$ cat src/rtl/match_controller_if.sv
`timescale 1ns/1ps
`default_nettype none
// ============================================================================
// Module      : match_controller_if
// Description : Control/status bundle between the game logic and the match
//               sequencer. The master side (game logic) raises goal levels
//               and start/clear requests. The slave side (match_controller)
//               returns scores, the field-reset pulse, the freeze flag and
//               the match result.
//   goal_in     master->slave  NUM_TEAMS          ball inside goal of team i
//   start       master->slave  1                  kick-off request (1 cycle)
//   clear       master->slave  1                  zero scores, back to idle
//   scores      slave->master  NUM_TEAMS*SCORE_W  team i at [i*SCORE_W +: SCORE_W]
//   reset_field slave->master  1                  1-cycle re-centre pulse
//   freeze      slave->master  1                  players/ball use step 0
//   match_over  slave->master  1                  match finished
//   winner      slave->master  WINNER_W           winning team index
// Revision    : 1.0 - initial release
// ============================================================================
interface match_controller_if #(
    parameter int NUM_TEAMS = 2,
    parameter int SCORE_W   = 4,
    parameter int WINNER_W  = (NUM_TEAMS > 1) ? $clog2(NUM_TEAMS) : 1
);
    logic [NUM_TEAMS-1:0]         goal_in;
    logic                         start;
    logic                         clear;
    logic [NUM_TEAMS*SCORE_W-1:0] scores;
    logic                         reset_field;
    logic                         freeze;
    logic                         match_over;
    logic [WINNER_W-1:0]          winner;

    modport master (
        output goal_in, start, clear,
        input  scores, reset_field, freeze, match_over, winner
    );

    modport slave (
        input  goal_in, start, clear,
        output scores, reset_field, freeze, match_over, winner
    );
endinterface
`default_nettype wire

$ cat src/rtl/match_controller.sv
`timescale 1ns/1ps
`default_nettype none
// ============================================================================
// Module      : match_controller
// Description : Match/score sequencer for the soccer game. Counts goals for
//               NUM_TEAMS teams and walks through idle, play, post-goal pause
//               and match-over. Drives the field-reset pulse and the freeze
//               flag that gates player/ball steps.
// Ports       :
//   Clk        in   system clock
//   Reset_n    in   asynchronous active-low reset
//   frame_clk  in   vsync, asynchronous to Clk; each rising edge is a frame
//   bus        slave modport of match_controller_if (goal_in, start, clear,
//              scores, reset_field, freeze, match_over, winner)
// Revision    : 1.0 - initial release
// ============================================================================
module match_controller #(
    parameter int NUM_TEAMS    = 2,
    parameter int SCORE_W      = 4,
    parameter int WIN_SCORE    = 5,
    parameter int PAUSE_FRAMES = 60,
    parameter int PAUSE_W      = 8
) (
    input  wire                 Clk,
    input  wire                 Reset_n,
    input  wire                 frame_clk,
    match_controller_if.slave   bus
);

    localparam int c_winner_w = (NUM_TEAMS > 1) ? $clog2(NUM_TEAMS) : 1;
    localparam logic [SCORE_W-1:0] c_score_max = {SCORE_W{1'b1}};
    localparam logic [SCORE_W-1:0] c_win_score = SCORE_W'(WIN_SCORE);
    localparam logic [PAUSE_W-1:0] c_pause_len = PAUSE_W'(PAUSE_FRAMES);
    localparam logic [PAUSE_W-1:0] c_pause_one = PAUSE_W'(1);

    typedef enum logic [1:0] {
        S_IDLE  = 2'd0,
        S_PLAY  = 2'd1,
        S_PAUSE = 2'd2,
        S_OVER  = 2'd3
    } state_t;

    state_t                              r_state;
    logic [NUM_TEAMS-1:0][SCORE_W-1:0]   r_scores;
    logic [PAUSE_W-1:0]                  r_pause_cnt;
    logic [c_winner_w-1:0]               r_winner;
    logic                                r_reset_field;
    logic                                r_freeze;
    logic                                r_match_over;

    logic [1:0]                          r_frame_sync;
    logic                                r_frame_prev;
    logic                                r_frame_tick;
    logic [NUM_TEAMS-1:0]                r_goal_prev;
    logic [NUM_TEAMS-1:0]                r_goal_ev;

    logic                                w_goal_any;
    logic [c_winner_w-1:0]               w_goal_idx;
    logic [SCORE_W-1:0]                  w_score_sel;
    logic [SCORE_W-1:0]                  w_score_inc;

    // Frame edge detection runs on synchronised vsync; the tick is registered
    // so it lands three Clk edges after the vsync rise. Goal events are also
    // registered, which gives two cycles from goal_in rise to score update.
    always_ff @(posedge Clk or negedge Reset_n) begin
        if (!Reset_n) begin
            r_frame_sync <= 2'b00;
            r_frame_prev <= 1'b0;
            r_frame_tick <= 1'b0;
            r_goal_prev  <= '0;
            r_goal_ev    <= '0;
        end else begin
            r_frame_sync <= {r_frame_sync[0], frame_clk};
            r_frame_prev <= r_frame_sync[1];
            r_frame_tick <= r_frame_sync[1] & ~r_frame_prev;
            r_goal_prev  <= bus.goal_in;
            r_goal_ev    <= bus.goal_in & ~r_goal_prev;
        end
    end

    // Lowest-index goal wins when several rise in the same cycle.
    always_comb begin
        w_goal_any = |r_goal_ev;
        w_goal_idx = '0;
        for (int i = NUM_TEAMS - 1; i >= 0; i--) begin
            if (r_goal_ev[i]) begin
                w_goal_idx = c_winner_w'(i);
            end
        end
    end

    assign w_score_sel = r_scores[w_goal_idx];
    assign w_score_inc = (w_score_sel == c_score_max) ? w_score_sel
                                                      : w_score_sel + 1'b1;

    // Sequencer. freeze/match_over are registered alongside the state so they
    // change on the same edge as the transition that implies them.
    always_ff @(posedge Clk or negedge Reset_n) begin
        if (!Reset_n) begin
            r_state       <= S_IDLE;
            r_scores      <= '0;
            r_pause_cnt   <= '0;
            r_winner      <= '0;
            r_reset_field <= 1'b0;
            r_freeze      <= 1'b1;
            r_match_over  <= 1'b0;
        end else begin
            r_reset_field <= 1'b0;
            if (bus.clear) begin
                r_state      <= S_IDLE;
                r_scores     <= '0;
                r_pause_cnt  <= '0;
                r_winner     <= '0;
                r_freeze     <= 1'b1;
                r_match_over <= 1'b0;
            end else begin
                case (r_state)
                    S_IDLE: begin
                        if (bus.start) begin
                            r_state       <= S_PLAY;
                            r_freeze      <= 1'b0;
                            r_reset_field <= 1'b1;
                        end
                    end
                    S_PLAY: begin
                        if (w_goal_any) begin
                            r_scores[w_goal_idx] <= w_score_inc;
                            r_freeze             <= 1'b1;
                            if (w_score_inc == c_win_score) begin
                                r_winner     <= w_goal_idx;
                                r_state      <= S_OVER;
                                r_match_over <= 1'b1;
                            end else begin
                                r_pause_cnt <= c_pause_len;
                                r_state     <= S_PAUSE;
                            end
                        end
                    end
                    S_PAUSE: begin
                        if (r_frame_tick) begin
                            if (r_pause_cnt == c_pause_one) begin
                                r_state       <= S_PLAY;
                                r_freeze      <= 1'b0;
                                r_reset_field <= 1'b1;
                            end else begin
                                r_pause_cnt <= r_pause_cnt - 1'b1;
                            end
                        end
                    end
                    S_OVER: begin
                        if (bus.start) begin
                            r_scores      <= '0;
                            r_winner      <= '0;
                            r_state       <= S_PLAY;
                            r_freeze      <= 1'b0;
                            r_match_over  <= 1'b0;
                            r_reset_field <= 1'b1;
                        end
                    end
                    default: begin
                        r_state      <= S_IDLE;
                        r_freeze     <= 1'b1;
                        r_match_over <= 1'b0;
                    end
                endcase
            end
        end
    end

    assign bus.scores      = r_scores;
    assign bus.reset_field = r_reset_field;
    assign bus.freeze      = r_freeze;
    assign bus.match_over  = r_match_over;
    assign bus.winner      = r_winner;

endmodule
`default_nettype wire

$ cat src/flat_wrapper.sv
// flat-port wrapper written by rule: the top's interface ports become plain ports
module match_controller_flat 
#(
    parameter int NUM_TEAMS    = 2,
    parameter int SCORE_W      = 4,
    parameter int WIN_SCORE    = 5,
    parameter int PAUSE_FRAMES = 60,
    parameter int PAUSE_W      = 8
)
  (Clk, Reset_n, frame_clk, bus_goal_in, bus_start, bus_clear, bus_scores, bus_reset_field, bus_freeze, bus_match_over, bus_winner);
  match_controller_if #(.NUM_TEAMS(NUM_TEAMS), .SCORE_W(SCORE_W)) bus_i ();
  input  wire Clk;
  input  wire Reset_n;
  input  wire frame_clk;
  input wire logic [$bits(bus_i.goal_in)-1:0] bus_goal_in;
  input wire logic [$bits(bus_i.start)-1:0] bus_start;
  input wire logic [$bits(bus_i.clear)-1:0] bus_clear;
  output wire logic [$bits(bus_i.scores)-1:0] bus_scores;
  output wire logic [$bits(bus_i.reset_field)-1:0] bus_reset_field;
  output wire logic [$bits(bus_i.freeze)-1:0] bus_freeze;
  output wire logic [$bits(bus_i.match_over)-1:0] bus_match_over;
  output wire logic [$bits(bus_i.winner)-1:0] bus_winner;
  assign bus_i.goal_in = bus_goal_in;
  assign bus_i.start = bus_start;
  assign bus_i.clear = bus_clear;
  assign bus_scores = bus_i.scores;
  assign bus_reset_field = bus_i.reset_field;
  assign bus_freeze = bus_i.freeze;
  assign bus_match_over = bus_i.match_over;
  assign bus_winner = bus_i.winner;
  match_controller #(.NUM_TEAMS(NUM_TEAMS), .SCORE_W(SCORE_W), .WIN_SCORE(WIN_SCORE), .PAUSE_FRAMES(PAUSE_FRAMES), .PAUSE_W(PAUSE_W)) u_core (.Clk(Clk), .Reset_n(Reset_n), .frame_clk(frame_clk), .bus(bus_i));
endmodule
$ cat config.mk
export PLATFORM = sky130hd
export DESIGN_NAME = match_controller_flat
export DESIGN_NICKNAME = d
export VERILOG_FILES = /design/src/rtl/match_controller_if.sv /design/src/rtl/match_controller.sv /design/src/flat_wrapper.sv
export SDC_FILE = /design/constraint.sdc
export NUM_CORES = 1
export LEC_CHECK = 0
export CAP_MARGIN = 20
export CELL_PAD_IN_SITES_DETAIL_PLACEMENT = 0
export CELL_PAD_IN_SITES_GLOBAL_PLACEMENT = 1
export CORE_AREA = 2 2 73 75
export CTS_CLUSTER_DIAMETER = 150
export DETAILED_ROUTE_END_ITERATION = 6
export DIE_AREA = 0 0 75 77
export PLACE_DENSITY_LB_ADDON = 0.05
export SLEW_MARGIN = 20
export SYNTH_ARGS = -nofsm -noshare
export SYNTH_HDL_FRONTEND = slang
export SYNTH_SLANG_ARGS = --single-unit
$ cat constraint.sdc
create_clock -name Clk -period 5.9 [get_ports Clk]
set_input_delay 1.18 -clock Clk [delete_from_list [all_inputs] [get_ports Clk]]
set_output_delay 1.18 -clock Clk [all_outputs]
set_load 0.01 [all_outputs]
==> results by group, run 1 <==
Run status
  • Outcome: complete, no violations

Routing
  • # DRC: 0
  • Post-route antenna net violation count: 0
  • Vias: 1,318
  • Drt first pass iters: 4
  • Initial drt markers: 91
  • DR WL/cell: 14.7 um
  • WL final: 3830 um
  • Vias per cell: about 5

Synthesis
  • Synthesized area: 0.00167 mm^2
  • Average size of a mapped cell: ~10 um^2
  • Area share of the largest cell type after synthesis: 43.5%
  • Post-synth top cells: dfrtp_1, nor2_1, nand2_1
  • Most area-consuming cells after synthesis: dfrtp_1, ha_1, mux2i_1
  • Synth Area in XOR/XNOR: under 10%
  • #FFs+latches synth: 30
  • EDFF count, synth: 0
  • Synth cell types: 46
  • Largest area contributor in the netlist: dfrtp_1
  • Cells after Synth: 167
  • Register area share after synthesis: 45.1%
  • Adder-cell share of the synthesized area: 5.25%
  • Simple-Gate Fraction of Synth Area: between 15 and 20%
  • Cell with the most instances after synthesis: dfrtp_1
  • Synth async-reset ratio: 100%
  • Mux cell area share after synthesis: ~7.8%
  • Main combinational cell family by area after synthesis: compound AO/OA/AOI/OAI gates
  • Synth warn: 0
  • Synth Area in Compound Gates: between 10% and 20%
  • Ys flop type: dfrtp_1
  • Post-synth net total: 181

CTS
  • H-Tree Depth: 2
  • TritonCTS Buffers: 5
  • Worst skew pair latency: between 0.2 and 0.3 ns
  • Post-CTS setup buffer count: 0
  • Clock tree buffer depth: 2
  • Root Driver: clkbuf_8
  • CTS tree: yes
  • Hold-fix buffers, CTS: 0
  • Number of gates resized after cts: 0
  • Clock slew at reported path FFs: 0.07 ns
  • Clock Sinks: 30

Flow run
  • Max-cap viol count: 0

STA
  • Worst slew pin tran: 0.672 ns
  • Hold Slack: 0.354 ns
  • RSZ-0062 raised after global routing: no
  • Clock Skews: roughly 0.008 ns
  • Final setup fails: 0
  • Tcrit/Tclk final: between 50 and 60%
  • Max-slew violations: 0
  • Slew headroom: about 55%
  • Fin Setup TNS: 0 ns
  • Hold Vio Cnt, Final: 0
  • Highest clock rate: roughly 310 MHz
  • Final worst path period need: 3.23 ns

Global routing
  • Vias in the first global route: 1,344
  • Most Crowded Layer GR: met2
  • Met1 usage: 19.6%
  • Remaining Overflow, GRT: 0
  • Initial antenna violation count: 0
  • Largest net degree at the start of global routing: 31
  • Total Routing Usage GR: 14.8%
  • First-pass GRT wire length: 6510 um
  • Met2 layer usage reported by global route: 22.3%
  • M3 GR Usage: 3.94%

Place
  • Post-DP HPWL: 2790 um
  • Placer congestion estimate: roughly 0.85
  • DP Area: 0.00191 mm^2
  • I/O Buffers: 18

Critical path
  • Critical path endpoint category: flip-flop
  • Worst Path Required: 6.06 ns
  • WS Path Type: input port to flip-flop
  • CP Launch Type: input port
  • Max FO, Critical Path: 16
  • R2R setup slack: between 3 and 4 ns
  • CP arrival: 3.39 ns

Die
  • # rows: 26
  • Die span in x: 75 um
  • Starting Density: 33.5%
  • Chip height: 77 um
  • I/O Pins: 19
  • Die area: 0.00578 mm^2
  • Core area: 0.00498 mm^2

Final layout
  • Ratio of cells with drive above 1 in the final layout: between 10 and 15%
  • ANT cells: 0
  • Fill count: 504
  • Area growth, synth to finish: 21.5%
  • Fin util: 40.7%
  • Design area: just over 0.002 mm^2
  • Fin nets: a little over 200

Worst hold path
  • Hold crit path type: flip-flop to flip-flop

Power and ir drop
  • Maximum VDD drop: 0.152 mV
  • PnR Total Power: a little under 0.0007 W
  • Lkg Pwr: 0.850 nW
  • Pwr per Cell Area: 343 mW/mm^2
==> per-stage QoR <==
stage / setup WS [ns] / instances
2_1_floorplan: 3.43 / 167
3_3_place_gp: 2.45 / 252
3_5_place_dp: 2.38 / 252
4_1_cts: 2.68 / 260
5_1_grt: 2.47 / 260
6_report: 2.67 / 260
==> final timing paths <==
kind / from / to / depth (start not counted)
min: u_core.r_frame_sync[0] / u_core.r_frame_sync[1] / 0
min reg2reg: u_core.r_frame_sync[0] / u_core.r_frame_sync[1] / 0
min in group asynchronous: Reset_n / u_core.r_state[1] / 2
max in group asynchronous: Reset_n / u_core.bus.freeze / 2
max reg2reg: u_core.r_goal_ev[1] / u_core.r_pause_cnt[7] / 9
max: bus_clear / u_core.r_pause_cnt[6] / 6
==> sequential cells by signal (all words and copies together), names as in the netlist, 2 cells and up <==
signal / count
u_core.r_pause_cnt: 8
u_core.r_frame_sync: 2
u_core.r_state: 2
u_core.r_goal_prev: 2
u_core.bus.scores: 8
u_core.r_goal_ev: 2
==> cell usage in the layout (no fill, tap or decap), drive strengths merged, types with 2 or more instances in the layout <==
cell / n
nor3: 4
o31ai: 4
a22o: 4
o22a: 4
clkbuf: 5
nand2: 14
ha: 7
mux2i: 7
a31oi: 4
nor2b: 5
nand3: 2
clkdlybuf4s50: 18
dfrtp: 29
or4: 2
or3: 2
clkinvlp: 2
mux2: 5
o21ai: 11
inv: 11
a21oi: 7
nor2: 16
and2: 2
xnor2: 3
nand2b: 3
==> routing by layer <==
| metal | part of all wire, % | vias to the layer above |
|---|---|---|
| met5 | 0 | - |
| met4 | 2.1 | 0 |
| met3 | 3.7 | 8 |
| met2 | 48 | 25 |
| met1 | 46 | 646 |
| li1 | - | 639 |
==> cells by family (layout without fill, tap and decap cells) <==
logic type / Yosys count / after routing
mux: 12 / 12
simple gates: 56 / 56
compound gates: 44 / 44
xor+xnor: 3 / 3
buf+inv: 15 / 38
flops: 30 / 30
fa+ha+maj: 7 / 7
==> critical path, cell delays in order <==
cell and delay, ns:
clkdlybuf4s50_1 0.72, nand2b_1 0.35, or4_4 0.55, o211ai_2 0.26
or2_2 0.25, o31ai_1 0.08
==> where the power goes <==
group	leakage, nW	switching [W]	internal (W)	total [W]
Combinational	0.417	0.000119	0.0000987	0.000217
Sequential	0.383	0.0000307	0.000239	0.000270
Clock	0.0504	0.0000834	0.000125	0.000209
Total	0.850	0.000233	0.000463	0.000696
==> layout make-up <==
class / instances / area, um^2 / area share [%]
Clock inverter: 3 / 45.0 / 2.22
Tap cell: 70 / 87.6 / 4.32
Multi-Input combinational cell: 122 / 845 / 41.7
Timing Repair Buffer: 19 / 188 / 9.26
Sequential cell: 30 / 752 / 37.1
Clock buffer: 5 / 68.8 / 3.40
Inverter: 11 / 41.3 / 2.04
Note: power is estimated with default switching activity, not from simulation.
==> run 2, diff against run 1 <==
clock period = 2.9 ns   (was 5.9 ns; I/O delays follow)
==> results by group, run 2 (same netlist as run 1, synthesis figures left out) <==
Run status
  • Outcome: complete, no violations

Power and ir drop
  • Pwr per Cell Area: 733 mW/mm^2 (+110%)
  • Lkg Pwr: 0.892 nW (+4.9%)
  • Maximum VDD drop: 0.322 mV (+110%)
  • PnR Total Power: 0.00153 W (+120%)

STA
  • Final worst path period need: 2.53 ns
  • Worst slew pin tran: 0.634 ns (-0.0380 ns)
  • RSZ-0062 raised after global routing: no
  • Hold Vio Cnt, Final: 0 (unchanged)
  • Hold Slack: 0.357 ns (+0.00370 ns)
  • Highest clock rate: approximately 400 MHz
  • Tcrit/Tclk final: 87.2%
  • Slew headroom: 57.3% (+2.5 points)
  • Clock Skews: 0.00593 ns (-0.00226 ns)
  • Fin Setup TNS: 0 ns (unchanged)
  • Max-slew violations: 0 (unchanged)
  • Final setup fails: 0 (unchanged)

Final layout
  • Fin nets: 207 (+2.0%)
  • Non-filler instance count after layout: 264 (+1.5%)
  • Fin util: 41.9% (+1.2 points)
  • Fill count: 491 (-2.6%)
  • Area growth, synth to finish: 25.1%
  • ANT cells: 0 (unchanged)
  • Ratio of cells with drive above 1 in the final layout: 13.9% (+1.8 points)
  • Most frequent cells in the layout: dfrtp_1, clkdlybuf4s50_1, nor2_1
  • Most common cell after layout, fill and taps aside: dfrtp_1
  • Seq. cell area: 752 um^2 (unchanged)
  • Multi-input logic area: 845 um^2 (unchanged)

CTS
  • Clock slew at reported path FFs: 0.07 ns (about the same)
  • Hold-fix buffers, CTS: 0 (unchanged)
  • CTS tree: yes
  • Number of gates resized after cts: 0 (unchanged)
  • Clock Sinks: 30 (unchanged)
  • Post-CTS setup buffer count: 0 (unchanged)
  • TritonCTS Buffers: 5 (unchanged)
  • Worst skew pair latency: 0.28 ns (about the same)
  • Root Driver: clkbuf_8
  • Clock tree buffer depth: 2 (unchanged)
  • H-Tree Depth: 2 (unchanged)

Routing
  • Vias: 1,316 (-0.15%)
  • Vias per cell: 4.98 (-1.7%)
  • DR WL/cell: 14.2 um (-3.5%)
  • Post-route antenna net violation count: 0 (unchanged)
  • Initial drt markers: 81 (-11%)
  • Drt first pass iters: 4 (unchanged)
  • # DRC: 0 (unchanged)
  • WL final: 3750 um (-2.0%)

Critical path
  • Critical path's largest stage delay: 0.46 ns (-0.26 ns)
  • CP arrival: 2.69 ns (-0.70 ns)
  • CP Launch Type: flip-flop
  • WS Path Type: flip-flop to flip-flop
  • R2R setup slack: 0.37 ns (-2.66 ns)
  • Critical path's slowest cell: dfrtp_1
  • Max FO, Critical Path: 12 (-4)
  • Worst-path cell chain: nor2b_2 > mux2i_1 > inv_1 > ha_1 > nand2_1 > or4_4 > o211ai_2 > or2_2 > o41ai_1
  • Critical path endpoint category: flip-flop
  • Worst Path Required: 3.07 ns (-2.99 ns)

Die
  • Die area: 0.00578 mm^2 (unchanged)
  • Core area: 0.00498 mm^2 (unchanged)
  • Starting Density: 33.5% (unchanged)
  • Chip height: 77 um (unchanged)
  • I/O Pins: 19 (unchanged)
  • Die span in x: 75 um (unchanged)
  • # rows: 26 (unchanged)

Place
  • Post-DP HPWL: 2860 um (+2.3%)
  • DP Cell Count: 256 (+1.6%)
  • Placer congestion estimate: 0.791 (-7.3%)
  • I/O Buffers: 18 (unchanged)

Global routing
  • Total Routing Usage GR: 15.2% (+0.35 points)
  • First-pass GRT wire length: 6760 um (+3.9%)
  • Initial antenna violation count: 0 (unchanged)
  • Remaining Overflow, GRT: 0 (unchanged)
  • Vias in the first global route: 1,418 (+5.5%)
  • Largest net degree at the start of global routing: 31 (unchanged)

Worst hold path
  • Hold crit path type: flip-flop to flip-flop

Flow run
  • Max-cap viol count: 0 (unchanged)
## run 2: final timing paths
path,start,end,depth (start not counted)
worst max-delay path,u_core.r_goal_ev[0],u_core.r_pause_cnt[7],9
worst min-delay path,u_core.r_frame_sync[0],u_core.r_frame_sync[1],0
worst max register to register,u_core.r_goal_ev[0],u_core.r_pause_cnt[7],9
worst min register to register,u_core.r_frame_sync[0],u_core.r_frame_sync[1],0
max in group asynchronous,Reset_n,u_core.bus.freeze,2
min in group asynchronous,Reset_n,u_core.r_pause_cnt[1],2
## run 2: layout make-up
type	instances	share of cell area, %
Clock buffer	6	3.96
Clock inverter	2	2.88
Inverter	11	1.98
Multi-Input combinational cell	122	40.5
Sequential cell	30	36.1
Tap cell	70	4.20
Timing Repair Buffer	23	10.4
## run 2: routing by layer
layer	wire length, um	global-route usage (%)	vias to the layer above
li1	-	-	655
met1	1680	19.3	626
met2	1820	24.0	28
met3	194	4.60	7
met4	59	5.18	0
met5	0	0	-
## run 2: stage by stage
step                setup slack (ns)  instance area (um^2)
CTS                            0.346                  2090
floorplan                      0.597                  1670
global placement               0.276                  1940
detailed placement             0.283                  1940
finish                         0.372                  2090
global route                  0.0862                  2090
## run 2: report_power, final
part	internal [W]	switching, W	total (W)
Clock	0.000366	0.000158	0.000525
Sequential	0.000487	0.0000630	0.000550
Combinational	0.000208	0.000246	0.000454
Total	0.00106	0.000467	0.00153
## run 2: worst max-delay path, delay by kind of cell, from the launching register on
| kind | cells | cell delay, ns |
|---|---|---|
| adder cells (fa/ha/maj) | 1 | 0.28 |
| AO/OA/AOI/OAI | 2 | 0.50 |
| buffers and inverters | 1 | 0.11 |
| AND/OR/NAND/NOR | 4 | 0.82 |
| multiplexers | 1 | 0.27 |
| flip-flops | 1 | 0.46 |
